File: config.mk
export PLATFORM = sky130hd
export DESIGN_NAME = tick_sched_flat
export DESIGN_NICKNAME = d
export VERILOG_FILES = /design/src/rtl/tick_sched_pkg.sv /design/src/rtl/tick_sched_if.sv /design/src/rtl/tick_sched_rr_arb4.sv /design/src/rtl/tick_sched.sv /design/src/flat_wrapper.sv
export SDC_FILE = /design/constraint.sdc
export NUM_CORES = 1
export LEC_CHECK = 0
export BUFFER_PORTS_ARGS = -buffer_cell sky130_fd_sc_hd__buf_2
export CAP_MARGIN = 5
export CORE_UTILIZATION = 35
export DETAILED_ROUTE_END_ITERATION = 12
export PLACE_DENSITY = 0.59
export SYNTH_ARGS = -nofsm -noshare
export SYNTH_HDL_FRONTEND = slang
export SYNTH_HIERARCHICAL = 1
export SYNTH_SLANG_ARGS = --single-unit
export TNS_END_PERCENT = 100
File: constraint.sdc
create_clock -name clk -period 4.8 [get_ports clk]
set_input_delay 0.24 -clock clk [delete_from_list [all_inputs] [get_ports clk]]
set_output_delay 0.24 -clock clk [all_outputs]
set_load 0.05 [all_outputs]
File: src/rtl/tick_sched_pkg.sv
// Shared types and constants for the tick scheduler: channel count, channel
// mode and the per-channel configuration record.
package tick_sched_pkg;

    localparam int NCH      = 4;
    localparam int PERIOD_W = 32;   // widest period any channel may be built with

    typedef enum logic {
        PERIODIC = 1'b0,
        ONESHOT  = 1'b1
    } ch_mode_e;

    typedef struct packed {
        logic [PERIOD_W-1:0] period;
        ch_mode_e            mode;
        logic                en;
    } ch_cfg_t;

endpackage

File: src/rtl/tick_sched_if.sv
// Config-write and event handshakes of the tick scheduler. Both channels use
// valid/ready: a transfer happens on a rising clk edge where valid and ready are
// both high; the source holds its payload stable while valid is high and ready low.
interface tick_sched_if #(parameter int PW = 16);

    logic          cfg_valid;
    logic          cfg_ready;
    logic [1:0]    cfg_ch;
    logic [PW-1:0] cfg_period;
    logic          cfg_mode;
    logic          cfg_en;

    logic          evt_valid;
    logic          evt_ready;
    logic [1:0]    evt_ch;

    modport master (
        output cfg_valid, cfg_ch, cfg_period, cfg_mode, cfg_en, evt_ready,
        input  cfg_ready, evt_valid, evt_ch
    );

    modport slave (
        input  cfg_valid, cfg_ch, cfg_period, cfg_mode, cfg_en, evt_ready,
        output cfg_ready, evt_valid, evt_ch
    );

endinterface

File: src/rtl/tick_sched_rr_arb4.sv
// Four-way round-robin selector: the first requesting index at or after ptr wins.
module rr_arb4
    import tick_sched_pkg::*;
(
    input  logic [NCH-1:0] req,
    input  logic [1:0]     ptr,
    output logic [1:0]     gnt_id,
    output logic           any
);

    always_comb begin
        gnt_id = ptr;
        // Walk from the far end so the nearest request to ptr is the last write.
        for (int k = NCH - 1; k >= 0; k--) begin
            if (req[ptr + 2'(k)]) begin
                gnt_id = ptr + 2'(k);
            end
        end
    end

    assign any = |req;

endmodule

File: src/rtl/tick_sched.sv
// Four-channel tick scheduler: a prescaler produces base ticks, each channel
// counts them down and posts expiry events that are drained round-robin.
module tick_sched
    import tick_sched_pkg::*;
#(
    parameter int PRESCALE = 50000,
    parameter int PW       = 16
) (
    input  logic           clk,
    input  logic           rst_n,
    tick_sched_if.slave    bus,
    output logic           base_tick,
    output logic [NCH-1:0] ch_tick,
    output logic [NCH-1:0] ovf,
    input  logic           ovf_clr
);

    localparam int PCW = (PRESCALE > 2) ? $clog2(PRESCALE) : 1;

    logic [PCW-1:0] pre_cnt;
    ch_cfg_t        cfg [NCH];
    logic [PW-1:0]  cnt [NCH];
    logic [NCH-1:0] pending;
    logic [1:0]     ptr;

    logic           cfg_acc;
    logic           hs;
    logic [NCH-1:0] active;
    logic [NCH-1:0] expire;
    logic [NCH-1:0] hs_clr;
    logic [NCH-1:0] pending_nxt;
    logic [NCH-1:0] ovf_set;
    logic [1:0]     ptr_nxt;
    logic [1:0]     gnt_id;
    logic           gnt_any;

    // base_tick is registered one count early so it mirrors pre_cnt == PRESCALE-1.
    always_ff @(posedge clk or negedge rst_n) begin
        if (!rst_n) begin
            pre_cnt   <= '0;
            base_tick <= 1'b0;
        end else begin
            pre_cnt   <= (pre_cnt == PCW'(PRESCALE - 1)) ? '0 : pre_cnt + PCW'(1);
            base_tick <= (pre_cnt == PCW'(PRESCALE - 2));
        end
    end

    // Config is refused in base-tick cycles so a write never races a decrement.
    assign bus.cfg_ready = ~base_tick;
    assign cfg_acc       = bus.cfg_valid & bus.cfg_ready;
    assign hs            = bus.evt_valid & bus.evt_ready;

    always_comb begin
        for (int i = 0; i < NCH; i++) begin
            active[i] = cfg[i].en && (cfg[i].period != '0);
            expire[i] = base_tick && active[i] && (cnt[i] == PW'(1));
        end
        hs_clr      = hs ? (NCH'(1) << bus.evt_ch) : '0;
        pending_nxt = (pending & ~hs_clr) | expire;
        ovf_set     = expire & pending & ~hs_clr;
        ptr_nxt     = hs ? bus.evt_ch + 2'd1 : ptr;
    end

    always_ff @(posedge clk or negedge rst_n) begin
        if (!rst_n) begin
            for (int i = 0; i < NCH; i++) begin
                cfg[i] <= '0;
                cnt[i] <= '0;
            end
        end else begin
            for (int i = 0; i < NCH; i++) begin
                if (cfg_acc && (bus.cfg_ch == 2'(i))) begin
                    cfg[i].period <= PERIOD_W'(bus.cfg_period);
                    cfg[i].mode   <= ch_mode_e'(bus.cfg_mode);
                    cfg[i].en     <= bus.cfg_en;
                    cnt[i]        <= bus.cfg_period;
                end else if (base_tick && active[i]) begin
                    if (cnt[i] > PW'(1)) begin
                        cnt[i] <= cnt[i] - PW'(1);
                    end else if (cnt[i] == PW'(1)) begin
                        if (cfg[i].mode == PERIODIC) begin
                            cnt[i] <= cfg[i].period[PW-1:0];
                        end else begin
                            cfg[i].en <= 1'b0;
                            cnt[i]    <= '0;
                        end
                    end
                end
            end
        end
    end

    rr_arb4 u_arb (
        .req    (pending_nxt),
        .ptr    (ptr_nxt),
        .gnt_id (gnt_id),
        .any    (gnt_any)
    );

    // evt_ch is frozen while an offered event waits, even if new requests arrive.
    always_ff @(posedge clk or negedge rst_n) begin
        if (!rst_n) begin
            pending       <= '0;
            ovf           <= '0;
            ch_tick       <= '0;
            ptr           <= '0;
            bus.evt_valid <= 1'b0;
            bus.evt_ch    <= '0;
        end else begin
            pending       <= pending_nxt;
            ovf           <= (ovf & ~{NCH{ovf_clr}}) | ovf_set;
            ch_tick       <= expire;
            ptr           <= ptr_nxt;
            bus.evt_valid <= gnt_any;
            if (!(bus.evt_valid && !bus.evt_ready)) begin
                bus.evt_ch <= gnt_id;
            end
        end
    end

endmodule

File: src/flat_wrapper.sv
// flat-port wrapper written by rule: the top's interface ports become plain ports
module tick_sched_flat import tick_sched_pkg::*;
#(
    parameter int PRESCALE = 50000,
    parameter int PW       = 16
)
  (clk, rst_n, base_tick, ch_tick, ovf, ovf_clr, bus_cfg_valid, bus_cfg_ch, bus_cfg_period, bus_cfg_mode, bus_cfg_en, bus_evt_ready, bus_cfg_ready, bus_evt_valid, bus_evt_ch);
  tick_sched_if #(.PW(PW)) bus_i ();
  input  logic clk;
  input  logic rst_n;
  output logic base_tick;
  output logic [NCH-1:0] ch_tick;
  output logic [NCH-1:0] ovf;
  input  logic ovf_clr;
  input wire logic [$bits(bus_i.cfg_valid)-1:0] bus_cfg_valid;
  input wire logic [$bits(bus_i.cfg_ch)-1:0] bus_cfg_ch;
  input wire logic [$bits(bus_i.cfg_period)-1:0] bus_cfg_period;
  input wire logic [$bits(bus_i.cfg_mode)-1:0] bus_cfg_mode;
  input wire logic [$bits(bus_i.cfg_en)-1:0] bus_cfg_en;
  input wire logic [$bits(bus_i.evt_ready)-1:0] bus_evt_ready;
  output wire logic [$bits(bus_i.cfg_ready)-1:0] bus_cfg_ready;
  output wire logic [$bits(bus_i.evt_valid)-1:0] bus_evt_valid;
  output wire logic [$bits(bus_i.evt_ch)-1:0] bus_evt_ch;
  assign bus_i.cfg_valid = bus_cfg_valid;
  assign bus_i.cfg_ch = bus_cfg_ch;
  assign bus_i.cfg_period = bus_cfg_period;
  assign bus_i.cfg_mode = bus_cfg_mode;
  assign bus_i.cfg_en = bus_cfg_en;
  assign bus_i.evt_ready = bus_evt_ready;
  assign bus_cfg_ready = bus_i.cfg_ready;
  assign bus_evt_valid = bus_i.evt_valid;
  assign bus_evt_ch = bus_i.evt_ch;
  tick_sched #(.PRESCALE(PRESCALE), .PW(PW)) u_core (.clk(clk), .rst_n(rst_n), .bus(bus_i), .base_tick(base_tick), .ch_tick(ch_tick), .ovf(ovf), .ovf_clr(ovf_clr));
endmodule
Word level (Yosys, flattened, before mapping)
Index checks and enable logic that the tools add are counted.

Flip-flop bits (word level): 170. Input bits: 25. Output and inout bits: 13. Word-level logic and storage cells: 169.

Add/subtract/negate cells: 9. Magnitude comparators: 8. Eq/ne operators: 13. Shift operators: 1. Multiplexer cells: 55. Bitwise operators: 11. Reduce and logical (&&, ||, !) cells: 48.

Operator list (count): 2-to-1 mux 16 bit (21); nonzero test 32 bit (4); equality test 16 x 1 -> 1 bit, second input constant (4); greater-than comparator 16 x 1 -> 1 bit, second input constant (4); subtractor 16 x 1 -> 16 bit, second input constant (4); equality test 16 bit, second input constant (2); 2-to-1 mux 1 bit (24); nonzero test 2 bit (12); logical AND 1 bit (17); adder 16 x 1 -> 16 bit, second input constant (1); AND 4 bit (4); AND reduction 4 bit (4); less-than comparator 2 x 3 -> 1 bit, second input constant (4); nonzero test 3 bit (4); 2-to-1 mux 2 bit (5); binary-select mux 1 bit (select 2 bit) (4); != test 2 x 1 -> 1 bit, second input constant (4); NOT 4 bit (2); OR 4 bit (2); AND reduction 2 bit (4); adder 2 x 1 -> 2 bit, second input constant (2); adder 2 bit, second input constant (2); equality test 2 bit, second input constant (2); 2-to-1 mux 4 bit (1); 7 further kinds (8).

Depth between registers and ports, before layout
Gate-level depths: netlist (run 1).

Word-level depth: 11. Gate-level depth with buffers: 12. Depth with buffers taken out: 10.

Modules after synthesis
Netlist (run 1), hierarchy kept.

By module, submodules not included: tick_sched (times used 1, cells each 1085, area an instance 9200.1 µm², sequential area each 4254.1 µm²); rr_arb4 (times used 1, cells each 16, area an instance 100.1 µm², sequential area each 0.0 µm²).

Least setup slack after synthesis (run 1)
OpenSTA, ideal clock, no wires.

Path type: reg2reg. From: register u_core/cnt[4] in the netlist's numbering. To: register u_core.bus.evt_ch[1]. Setup time: 83 ps. Data arrival time: 2901 ps. Slack: 1816 ps. Cell stages (with the launch flop): 11. Path buffers: 1. Period minus slack after synthesis: 2984 ps. Cell sequence: dfrtp_1 buf_6 or4_4 nor4_1 nand4_1 nand2_1 and3b_1 or4_1 nand2_1 nand2_1 o21ai_0.

Word-level cells in the longest chain between the ends: 9.

RTL lines: start: declaration (line tick_sched.sv:22) `logic [PW-1:0] cnt [NCH];`; start signal: indexed assignment (line tick_sched.sv:76) `cnt[i] <= bus.cfg_period;`; start signal: indexed assignment (line tick_sched.sv:79) `cnt[i] <= cnt[i] - PW'(1);`; start signal: indexed assignment (line tick_sched.sv:82) `cnt[i] <= cfg[i].period[PW-1:0];`; equality test 16 x 1 -> 1 bit (*) (line tick_sched.sv:56) `expire[i] = base_tick && active[i] && (cnt[i] == PW'(1));`; logical AND 1 bit (*) (line tick_sched.sv:56); OR 4 bit (*) (line tick_sched.sv:59) `pending_nxt = (pending & ~hs_clr) | expire;`; net u_core.pending_nxt[3] (line tick_sched.sv:31) `logic [NCH-1:0] pending_nxt;`; binary-select mux 1 bit (select 2 bit) (line tick_sched_rr_arb4.sv:15) `if (req[ptr + 2'(k)]) begin`; 2-to-1 mux 1 bit (implied by the code) (line tick_sched_rr_arb4.sv:15); 2-to-1 mux 2 bit (3 in series) (line tick_sched_rr_arb4.sv:15); 2-to-1 mux 2 bit (*) (line tick_sched_rr_arb4.sv:15); net u_core.gnt_id[1] (line tick_sched.sv:34) `logic [1:0] gnt_id;`; end signal: assignment (line tick_sched.sv:116) `bus.evt_ch <= gnt_id;`; end: declaration (line tick_sched_if.sv:24) `output cfg_ready, evt_valid, evt_ch`.

Mark *: on every way through the listed nets, which the timed path passes. The rest lies on a longest branch. The select of a mux whose other input is x is not followed. A chain may end at the register's enable or synchronous reset.

Final worst setup path (run 1)
From: register u_core/cnt[58] in the netlist's numbering. To: register u_core/cnt[48] in the netlist's numbering.

Word-level cells in the longest chain between the ends: 4.

RTL lines: greater-than comparator 16 x 1 -> 1 bit (line tick_sched.sv:78) `if (cnt[i] > PW'(1)) begin`; 2-to-1 mux 16 bit (line tick_sched.sv:78); 2-to-1 mux 16 bit (line tick_sched.sv:77) `end else if (base_tick && active[i]) begin`; 2-to-1 mux 16 bit (line tick_sched.sv:72) `if (cfg_acc && (bus.cfg_ch == 2'(i))) begin`.

Several ways; a longest one is shown, not always the timed one. The select of a mux whose other input is x is not followed.

==> reports/metrics.yaml, run 1 <==
power:
  p_int_uw: 2790
  seqPwrFrac_pct: 45.9
  p_leak_uw: 0.00453
  pwr-share-comb_pct: 23.3
  switching_share_pct: 34.5
  pwr_density_cell_nw_per_um2: 410
  p_switching_uw: 1470
  clkPwrFrac_pct: 30.8
  ir_drop_mv: 0.288
sta:
  worstMarginPinSlew_ns: 1.05
  holdWs_ns: 0.0749
  setup_viol: 0
  rsz0062_at_grt: "false"
  fin_crit_sh_pct: 67.9
  clock.fmax_mhz: 307
  setup_tns_ns: 0
  hold_viol: 0
  finalMaxSlewViolations: 0
  period_minus_slack_ns: 3.26
  finalClockSkew_ns: 0.00761
  max_slew_margin_pct: 29.2
layout:
  area.growth.synth_to_final_pct: 11.6
  drive_gt1_share_pct: 9.03
  nets: 1157
  final_cells: 1466
  fin_util_pct: 39.8
floorplanning:
  fp.dieW_microns: 165
  dieArea_sq_um: 27200
  core_area_sq_um: 26100
  start_util_pct: 35.7
  placementRows: 59
  ioPinCount: 38
  die_h_microns: 165
synth:
  synth_area_sq_um: 9300
  synth_ff_type: "dfrtp_1"
  ys_warn_count: 6
  syn_inst: 1101
  synth_area_leaders: "dfrtp_1 46%, nand2_1 11%, o21ai_0 4.1%"
  synth_top_area_share_pct: 45.7
  synth_seq_cells: 170
  synth_top_area_cell: "dfrtp_1"
  synth_edf_count: 0
  synth_area_per_cell_sq_um: 8.45
  synth_cell_types: 75
  async_flop_share_pct: 100
  synth-seq-area-share_pct: 45.7
  syn-num-nets: 1140
setup_path:
  path_max_fanout: 12
  path_class: "register to register"
  critPathLaunchType: "register"
  end_kind: "register"
  required_ns: 5.14
  worstPathArrival_ns: 3.60
global_routing:
  antenna_found_initial: 1
  grt_pass1_vias: 7874
  grt_start_max_net_pins: 93
  grt_util_all_layers_pct: 20.6
  grt_pass1_wl_mm: 43.2
  grt_overflow_total: 0
drt:
  vias_per_cell: 5.70
  drc_errors: 0
  wire_per_inst_microns: 18.4
  wl_mm: 27.0
  ant_nets: 0
  via_count: 8350
  detail_route.first_pass.iterations: 5
  drt_iter0_drc: 754
worst_hold_path:
  hold_class: "input port to register"
placed_design:
  io_buffers: 37
  gp_congestion: 0.902
  dpl.cell_count: 1433
  hpwl_mm: 18.3
clock_network:
  tritoncts: "yes"
  clockBufferDepth: 2
  htreeDepth: 4
  cts_inserted_buffers: 17
  cts_resized: 0
  clock_sinks: 170
  path_clk_slew_ns: 0.06
  clock_latency_ns: 0.43
  cts-root-buf: "clkbuf_16"
job:
  drv_cap: 0
run_status:
  status: "finished, final reports clean"
[per-stage QoR]
step / setup WS, ns / cell area, sq um / power (uW)
6_report: 1.54 / 10400 / 4260
5_1_grt: 1.39 / 10400 / 4510
4_1_cts: 1.59 / 10400 / 4280
3_5_place_dp: 1.63 / 9820 / 2950
3_3_place_gp: 1.76 / 9820 / 2950
2_1_floorplan: 1.82 / 9300 / 2650
[worst paths after layout]
| path | start | to | slack [ns] | cells after the start |
|---|---|---|---|---|
| min | ovf_clr | u_core/ovf[2] | 0.07 | 2 |
| max reg2reg | u_core/cnt[58] | u_core/cnt[48] | 1.54 | 7 |
| max | u_core/cnt[58] | u_core/cnt[48] | 1.54 | 7 |
| min in group asynchronous | rst_n | u_core/cfg[39] | 0.47 | 2 |
| min reg2reg | u_core/cnt[9] | u_core/cnt[9] | 0.49 | 1 |
| max in group asynchronous | rst_n | u_core/cfg[14] | 3.26 | 3 |
[cell usage after synthesis (all sizes together), types with 8 or more instances]
| master | number |
|---|---|
| o22ai | 10 |
| or3 | 8 |
| and3 | 11 |
| or4 | 14 |
| a21o | 8 |
| xor2 | 12 |
| nor2 | 72 |
| o211ai | 13 |
| dfrtp | 170 |
| nand4 | 9 |
| buf | 9 |
| nor3 | 40 |
| o31ai | 15 |
| nor4 | 36 |
| nand3 | 38 |
| xnor2 | 22 |
| a31oi | 22 |
| inv | 35 |
| nand2 | 264 |
| o21ai | 82 |
| clkbuf | 45 |
| a21oi | 43 |
| ha | 14 |
[state kept, by name, summed over array words and instances (netlist names)]
| register | cells |
|---|---|
| u_core/base_tick | 1 |
| u_core/bus.evt_ch | 2 |
| u_core/bus.evt_valid | 1 |
| u_core/cfg | 72 |
| u_core/ch_tick | 4 |
| u_core/cnt | 64 |
| u_core/ovf | 4 |
| u_core/pending | 4 |
| u_core/pre_cnt | 16 |
| u_core/ptr | 2 |
[timing repair]
item                                   CTS  global route
hold buffers                             1             0
endpoints found under the hold margin   90             0
setup buffers                            0             0
[power by group through the flow]
stage / logic (uW) / registers [uW] / clock network [uW]
6_report: 993 / 1950 / 1310
5_1_grt: 1120 / 1990 / 1400
4_1_cts: 989 / 1950 / 1340
3_5_place_dp: 984 / 1960 / 0
3_3_place_gp: 976 / 1970 / 0
2_1_floorplan: 736 / 1910 / 0
[cell families (layout without fill, tap and decap cells)]
kind of cell | after synthesis | count (layout) | share of synthesized area [%]
buf+inv | 89 | 118 | 3.82
xor+xnor | 34 | 34 | 3.20
simple gates | 527 | 527 | 26.3
flops | 170 | 170 | 45.7
mux | 6 | 6 | 0.659
other cells | 0 | 1 | 0
fa+ha+maj | 14 | 14 | 1.88
compound gates | 261 | 261 | 18.4
[layout make-up]
| type | instances | area, sq um |
|---|---|---|
| antenna | 1 | 2.50 |
| clock inverter | 10 | 95.1 |
| tap | 335 | 419 |
| multi-input combinational | 842 | 4720 |
| sequential | 170 | 4250 |
| fill | 2575 | 15700 |
| clock buffer | 21 | 450 |
| inverter | 35 | 131 |
| timing repair buffer | 52 | 307 |
[cell usage in the layout, fill, tap and decap left out, drive strengths merged, types with 4 or more instances in the layout]
| master | n |
|---|---|
| a31oi | 22 |
| o211ai | 13 |
| inv | 37 |
| nor3b | 4 |
| dfrtp | 170 |
| xnor2 | 22 |
| mux2i | 5 |
| a221oi | 6 |
| clkbuf | 21 |
| nor2 | 72 |
| or4 | 14 |
| clkinv | 5 |
| o22ai | 10 |
| a21oi | 43 |
| a311oi | 6 |
| o221ai | 5 |
| nand2 | 264 |
| xor2 | 12 |
| and3 | 11 |
| or3 | 8 |
| nand3 | 38 |
| a211oi | 7 |
| nor4 | 36 |
| a21o | 8 |
| a41oi | 4 |
| o31ai | 15 |
| buf | 51 |
| nor3 | 40 |
| nand4 | 9 |
| o21ai | 82 |
| or3b | 5 |
| a211o | 4 |
| ha | 14 |
[worst max-delay path: stages (launching register included)]
cell and delay [ns]:
dfrtp_1 0.45, or4_1 0.61, or3_1 0.44, o41a_1 0.50
nor2_1 0.64, buf_4 0.29, a31oi_1 0.06, o22ai_1 0.18
[per-layer routing]
layer / GRT usage, % / vias up / part of all wire (%)
met4: 6.71 / 0 / 1.8
met3: 3.26 / 38 / 6.6
met5: 0 / - / 0
met2: 31.1 / 318 / 44
li1: - / 3994 / -
met1: 29.8 / 4000 / 48
Note: power is estimated with default switching activity, not from simulation.
==> run 2: changes to the inputs <==
--- a/config.mk
+++ b/config.mk
@@ -5,6 +5,7 @@
 export SDC_FILE = /design/constraint.sdc
 export NUM_CORES = 1
 export LEC_CHECK = 0
+export ABC_AREA = 1
 export BUFFER_PORTS_ARGS = -buffer_cell sky130_fd_sc_hd__buf_2
 export CAP_MARGIN = 5
 export CORE_UTILIZATION = 35
==> constraint.sdc (replaced) <==
create_clock -name clk -period 3.3 [get_ports clk]
set_input_delay 0.165 -clock clk [delete_from_list [all_inputs] [get_ports clk]]
set_output_delay 0.165 -clock clk [all_outputs]
set_load 0.05 [all_outputs]
==> run 2 against run 1 <==
Fmax up 29%. Synthesized area up 14%. Core utilization down 0.54 points. First-iteration DRC count down 12%. Critical path depth up 11. Synthesized cell count up 37%. Critical path type unchanged. Highest routed layer unchanged.
==> reports/metrics.yaml, run 2 <==
layout:
  area.growth.synth_to_final_pct: 10.2  # was 11.6%
  fillers: 3155  # was 2575
  nets: 1576  # was 1157
  top_register: "u_core/cfg"  # unchanged
  layout_common_cells: "535 x nand2_1, 170 x dfrtp_1, 169 x nor2_1"  # was 264 x nand2_1, 170 x dfrtp_1, 77 x o21ai_0
  largest_reg_flops: 72  # unchanged
  mostFrequentLayoutCell: "nand2_1"  # unchanged
  drive_gt1_share_pct: 10.1  # was 9.03%
  diodes: 0  # was 1
  largestRegisters: "u_core/cfg x72, u_core/cnt x64, u_core/pre_cnt x16"  # unchanged
power:
  finalPower_uw: 7540  # was 4260 uW
  clkPwrFrac_pct: 25.8  # was 30.8%
  seqPwrFrac_pct: 39.5  # was 45.9%
  p_switching_uw: 3100  # was 1470 uW
  p_leak_uw: 0.00597  # was 0.00453 uW
  pwr_density_cell_nw_per_um2: 646  # was 410 nW/um^2
  switching_share_pct: 41.1  # was 34.5%
  p_int_uw: 4440  # was 2790 uW
  pwr-share-comb_pct: 34.7  # was 23.3%
  ir_drop_mv: 0.351  # was 0.288 mV
floorplanning:
  start_util_pct: 35.7  # about the same
  placementRows: 63  # was 59
  fp.dieW_microns: 176  # was 165 microns
  dieArea_sq_um: 31000  # was 27200 sq um
  die_h_microns: 176  # was 165 microns
  ioPinCount: 38  # unchanged
  core_area_sq_um: 29700  # was 26100 sq um
synth:
  synth_area_sq_um: 10600  # was 9300 sq um
  syn_inst: 1509  # was 1101
  synth_seq_cells: 170  # unchanged
  synth_area_per_cell_sq_um: 7.02  # was 8.45 sq um
  synth_edf_count: 0  # unchanged
  synth_top_area_cell: "dfrtp_1"  # unchanged
  synth_cell_types: 42  # was 75
  synth_ff_type: "dfrtp_1"  # unchanged
  synth_common_cells: "535 x nand2_1, 170 x dfrtp_1, 169 x nor2_1, 150 x inv_1, 147 x nand3_1"  # was 264 x nand2_1, 170 x dfrtp_1, 77 x o21ai_0, 71 x nor2_1, 45 x clkbuf_1
  synth-seq-area-share_pct: 40.2  # was 45.7%
  yosysMostFrequentCell: "nand2_1"  # unchanged
  async_flop_share_pct: 100  # unchanged
  syn-num-nets: 1548  # was 1140
  ys_warn_count: 6  # unchanged
  synth_top_area_share_pct: 40.2  # was 45.7%
  synth_area_leaders: "dfrtp_1 40%, nand2_1 19%, nand3_1 6.9%"  # was dfrtp_1 46%, nand2_1 11%, o21ai_0 4.1%
clock_network:
  cts-root-buf: "clkbuf_16"  # unchanged
  clock_latency_ns: 0.44  # was 0.43 ns
  hold_buffers: 2  # was 1
  htreeDepth: 4  # unchanged
  cts_inserted_buffers: 17  # unchanged
  tritoncts: "yes"  # unchanged
  clockBufferDepth: 2  # unchanged
  clock_sinks: 170  # unchanged
  post_cts_buffers: 0  # unchanged
  cts_resized: 0  # unchanged
  path_clk_slew_ns: 0.08  # was 0.06 ns
placed_design:
  gp_congestion: 0.860  # was 0.902
  io_buffers: 37  # unchanged
  hpwl_mm: 21.4  # was 18.3 mm
drt:
  drc_errors: 0  # unchanged
  wl_mm: 28.7  # was 27.0 mm
  drt_iter0_drc: 665  # was 754
  vias_per_cell: 5.00  # was 5.70
  ant_nets: 0  # unchanged
  wire_per_inst_microns: 14.8  # was 18.4 microns
  via_count: 9704  # was 8350
  detail_route.first_pass.iterations: 7  # was 5
sta:
  max_slew_margin_pct: 47.1  # was 29.2%
  worstMarginPinSlew_ns: 0.788  # was 1.05 ns
  fin_crit_sh_pct: 76.5  # was 67.9%
  finalClockSkew_ns: 0.0145  # was 0.00761 ns
  finalMaxSlewViolations: 0  # unchanged
  setup_tns_ns: 0  # unchanged
  rsz0062_at_grt: "false"  # unchanged
  clock.fmax_mhz: 396  # was 307 MHz
  setup_viol: 0  # unchanged
  hold_viol: 0  # unchanged
  period_minus_slack_ns: 2.52  # was 3.26 ns
global_routing:
  grt_overflow_total: 0  # unchanged
  antenna_found_initial: 1  # unchanged
  grt_util_all_layers_pct: 19.3  # was 20.6%
  grt_start_max_net_pins: 78  # was 93
  grt_pass1_wl_mm: 47.3  # was 43.2 mm
  grt_pass1_vias: 9362  # was 7874
setup_path:
  end_kind: "register"  # unchanged
  path_max_fanout: 11  # was 12
  path_class: "register to register"  # unchanged
  regToRegSetupSlack_ns: 0.78  # was 1.54 ns
  critPathLaunchType: "register"  # unchanged
  required_ns: 3.62  # was 5.14 ns
  worstPathArrival_ns: 2.84  # was 3.60 ns
run_status:
  status: "finished, final reports clean"  # unchanged
worst_hold_path:
  hold_class: "input port to register"  # unchanged
job:
  drv_cap: 0  # unchanged
[run 2: cell count changes after synthesis, moves of 32 or more]
cell / delta
inv_1: +115
nand3_1: +109
nor3_1: -33
nor2_1: +98
nand2_1: +271
clkbuf_1: -39
nor4_1: -32
[run 2: cell type report]
cell class	count	area, sq um	area share [%]
inverters	165	627	5.37
multi-input cells	1139	5480	47.0
well taps	390	488	4.18
clock buffers	17	425	3.64
flip-flops and latches	170	4250	36.4
clock inverters	15	136	1.17
repair buffers	44	262	2.24
[run 2: logic make-up after synthesis]
family	after synthesis	share of synthesized area, %
adder cells (fa/ha/maj)	14	1.65
multiplexers	1	0.106
AND/OR/NAND/NOR	956	40.1
AO/OA/AOI/OAI	139	7.45
XOR/XNOR	29	2.40
flip-flops	170	40.2
buffers and inverters	200	8.11
[run 2: worst max-delay path, stage by stage, from the launching register on]
cell     delay, ns
dfrtp_1       0.44
nor2_2        0.21
nand2_2       0.10
nor2_4        0.26
nand2_2       0.18
nor2_1        0.23
inv_1         0.14
nand2_1       0.11
nand2_1       0.06
o21ai_1       0.12
nand2_1       0.10
nand2_1       0.07
nand2_1       0.06
nand2_1       0.07
nand2_1       0.05
nand2_1       0.05
nand2_1       0.04
nand2_1       0.05
o21ai_0       0.08
[run 2: metal layers]
metal  up-vias  GRT usage, %  share of wire, %
met5         -             0                 0
met4         0          5.29               1.8
met3        36          2.80               4.4
met2       219          32.0                47
met1      4608          26.1                46
li1       4841             -                 -
[run 2: final timing paths]
path                                    start                    to  cells past startpoint
max                            u_core/cnt[58]  u_core/bus.evt_ch[0]                     18
min                        bus_cfg_period[10]        u_core/cfg[46]                      3
max reg2reg                    u_core/cnt[58]  u_core/bus.evt_ch[0]                     18
min reg2reg                 u_core/pre_cnt[2]     u_core/pre_cnt[2]                      1
max in group asynchronous               rst_n        u_core/cfg[40]                      3
min in group asynchronous               rst_n        u_core/cnt[28]                      2
[run 2: stage by stage]
stage | cells | hold slack, ns | worst slack, ns | util (%) | cell area, sq um
6_report | 1940 | 0.0126 | 0.776 | 39.3 | 11700
5_1_grt | 1940 | 0.0239 | 0.486 | 39.3 | 11700
2_1_floorplan | 1509 | -0.131 | 1.13 | - | 10600
3_5_place_dp | 1906 | 0.200 | 0.872 | 37.3 | 11100
4_1_cts | 1940 | 0.0141 | 0.854 | 39.3 | 11700
3_3_place_gp | 1906 | 0.202 | 0.914 | 37.3 | 11100
[run 2: power by group through the flow]
| stage | logic (uW) | registers, uW | clock network (uW) |
|---|---|---|---|
| finish | 2610 | 2980 | 1940 |
| global route | 3010 | 3060 | 2100 |
| floorplan | 2010 | 2970 | 0 |
| CTS | 2620 | 2980 | 2000 |
| global placement | 2580 | 3000 | 0 |
| detailed placement | 2600 | 3010 | 0 |
==> run 3: changes to the inputs <==
==> constraint.sdc (replaced) <==
create_clock -name clk -period 2.58 [get_ports clk]
set_input_delay 0.129 -clock clk [delete_from_list [all_inputs] [get_ports clk]]
set_output_delay 0.129 -clock clk [all_outputs]
set_load 0.05 [all_outputs]
==> run 3 against run 2 <==
Clock-buffer cell count did not move. Core utilization increased by 0.56 points. Clock skew hardly changed. Combinational power up 30%. Wire length rose by 2.0%. Via count is 0.29% higher. Setup slack got worse by 0.52 ns. Register-to-register slack got worse by 0.52 ns. Cell area grew 1.4%. Critical path type unchanged.
==> reports/metrics.yaml, run 3 (synthesis results as in run 2) <==
drt:
  detail_route.first_pass.iterations: 5  # was 7
  wl_mm: 29.3  # was 28.7 mm
  wire_per_inst_microns: 15.0  # was 14.8 microns
  via_count: 9732  # was 9704
  ant_nets: 0  # unchanged
  drc_errors: 0  # unchanged
  drt_iter0_drc: 825  # was 665
  vias_per_cell: 4.98  # was 5.00
setup_path:
  path_max_fanout: 3  # was 11
  worstPathArrival_ns: 2.64  # was 2.84 ns
  critPathLaunchType: "register"  # unchanged
  end_kind: "register"  # unchanged
  worstRegToRegCells: 19  # was 18
  path_class: "register to register"  # unchanged
  r2r_end: "u_core/bus.evt_ch[0]"  # unchanged
  timing.rr.start: "u_core/cnt[33]"  # was u_core/cnt[58]
  required_ns: 2.90  # was 3.62 ns
  regToRegSetupSlack_ns: 0.25  # was 0.78 ns
clock_network:
  clockBufferDepth: 2  # unchanged
  tritoncts: "yes"  # unchanged
  post_cts_buffers: 0  # unchanged
  path_clk_slew_ns: 0.08  # about the same
  htreeDepth: 4  # unchanged
  cts_inserted_buffers: 17  # unchanged
  clock_latency_ns: 0.44  # about the same
  clock_sinks: 170  # unchanged
  cts-root-buf: "clkbuf_16"  # unchanged
job:
  drv_cap: 0  # unchanged
worst_hold_path:
  worst_hold_path.endpoint: "u_core/cfg[46]"  # unchanged
  hold_class: "input port to register"  # unchanged
  min_path_cells: 3  # unchanged
  min_from: "bus_cfg_period[10]"  # unchanged
sta:
  max_slew_margin_pct: 56.5  # was 47.1%
  finalMaxSlewViolations: 0  # unchanged
  period_minus_slack_ns: 2.33  # was 2.52 ns
  holdWs_ns: 0.00709  # was 0.0126 ns
  fin_crit_sh_pct: 90.1  # was 76.5%
  worstMarginPinSlew_ns: 0.653  # was 0.788 ns
  finalClockSkew_ns: 0.0146  # was 0.0145 ns
  setup_tns_ns: 0  # unchanged
  hold_viol: 0  # unchanged
  setup_viol: 0  # unchanged
  rsz0062_at_grt: "false"  # unchanged
  clock.fmax_mhz: 430  # was 396 MHz
global_routing:
  grt_pass1_vias: 9452  # was 9362
  grt_pass1_wl_mm: 48.3  # was 47.3 mm
  grt_overflow_total: 0  # unchanged
  grt_util_all_layers_pct: 19.7  # was 19.3%
  antenna_found_initial: 1  # unchanged
  grt_start_max_net_pins: 66  # was 78
floorplanning:
  ioPinCount: 38  # unchanged
  die_h_microns: 176  # unchanged
  placementRows: 63  # unchanged
  start_util_pct: 35.7  # unchanged
  dieArea_sq_um: 31000  # unchanged
  fp.dieW_microns: 176  # unchanged
  core_area_sq_um: 29700  # unchanged
power:
  p_leak_uw: 0.00606  # was 0.00597 uW
  ir_drop_mv: 0.495  # was 0.351 mV
  finalPower_uw: 9870  # was 7540 uW
  pwr_density_cell_nw_per_um2: 833  # was 646 nW/um^2
layout:
  nets: 1589  # was 1576
  diodes: 0  # unchanged
  drive_gt1_share_pct: 11.0  # was 10.1%
  top_register: "u_core/cfg"  # unchanged
  layout_common_cells: "535 x nand2_1, 170 x dfrtp_1, 165 x nor2_1"  # was 535 x nand2_1, 170 x dfrtp_1, 169 x nor2_1
  mostFrequentLayoutCell: "nand2_1"  # unchanged
  area.growth.synth_to_final_pct: 11.8  # was 10.2%
  largestRegisters: "u_core/cfg x72, u_core/cnt x64, u_core/pre_cnt x16"  # unchanged
  largest_reg_flops: 72  # unchanged
placed_design:
  gp_congestion: 0.901  # was 0.860
  io_buffers: 37  # unchanged
  hpwl_mm: 21.7  # was 21.4 mm
run_status:
  status: "finished, final reports clean"  # unchanged
==> run 3: worst max path at each step <==
stage,from,to,slack [ns],depth (start not counted)
2_1_floorplan,u_core/bus.evt_ch[0],u_core/bus.evt_ch[0],0.41,15
3_3_place_gp,u_core/cnt[51],u_core/bus.evt_ch[0],0.29,18
3_5_place_dp,u_core/cnt[49],u_core/bus.evt_ch[0],0.23,19
4_1_cts,u_core/cnt[49],u_core/bus.evt_ch[0],0.21,19
5_1_grt,u_core/cnt[33],u_core/bus.evt_ch[0],0.02,19
6_report,u_core/cnt[33],u_core/bus.evt_ch[0],0.25,19
==> run 3: final cells by class <==
cell class	instances	area [sq um]
repair buffers	57	374
well taps	390	488
multi-input cells	1139	5500
clock inverters	15	176
fillers	3116	17900
inverters	165	627
flip-flops and latches	170	4250
clock buffers	17	425
==> run 3: what timing repair did <==
item,4_1_cts,5_1_grt
gates resized for setup,0,5
hold endpoints to repair,67,0
hold buffers,3,0
setup endpoints to repair,0,2
==> run 3: per-layer routing <==
layer | wire length, microns | vias to the layer above | global-route usage [%]
met5 | 0 | - | 0
li1 | - | 4871 | -
met3 | 1080 | 35 | 2.78
met4 | 437 | 0 | 4.82
met1 | 14000 | 4654 | 27.3
met2 | 13700 | 172 | 32.3
==> run 3: report_power, final <==
group / switching, uW / internal, uW
registers: 579 / 3240
logic: 2210 / 1190
clock network: 1260 / 1390
==> run 3: stage by stage <==
step / util [%] / worst slack [ns] / instance area [sq um] / cells
CTS: 39.8 / 0.214 / 11800 / 1953
finish: 39.8 / 0.254 / 11800 / 1953
detailed placement: 37.7 / 0.232 / 11200 / 1918
floorplan: - / 0.405 / 10600 / 1509
global route: 39.8 / 0.0195 / 11800 / 1953
global placement: 37.7 / 0.289 / 11200 / 1918
==> run 3: critical path: stages, from the launching register on <==
cell and delay, ns:
dfrtp_1 0.40, inv_1 0.08, ha_1 0.14, nand2_1 0.11, nor2_2 0.18, nand2_1 0.09, nor2_2 0.21, inv_1 0.08
nand2_1 0.09, inv_1 0.08, o21ai_1 0.17, nand2_1 0.12, nand2_1 0.08, inv_1 0.04, nand2_1 0.07, nand2_1 0.05
nand2_1 0.05, nand2_1 0.04, nand2_1 0.05, o21ai_0 0.06
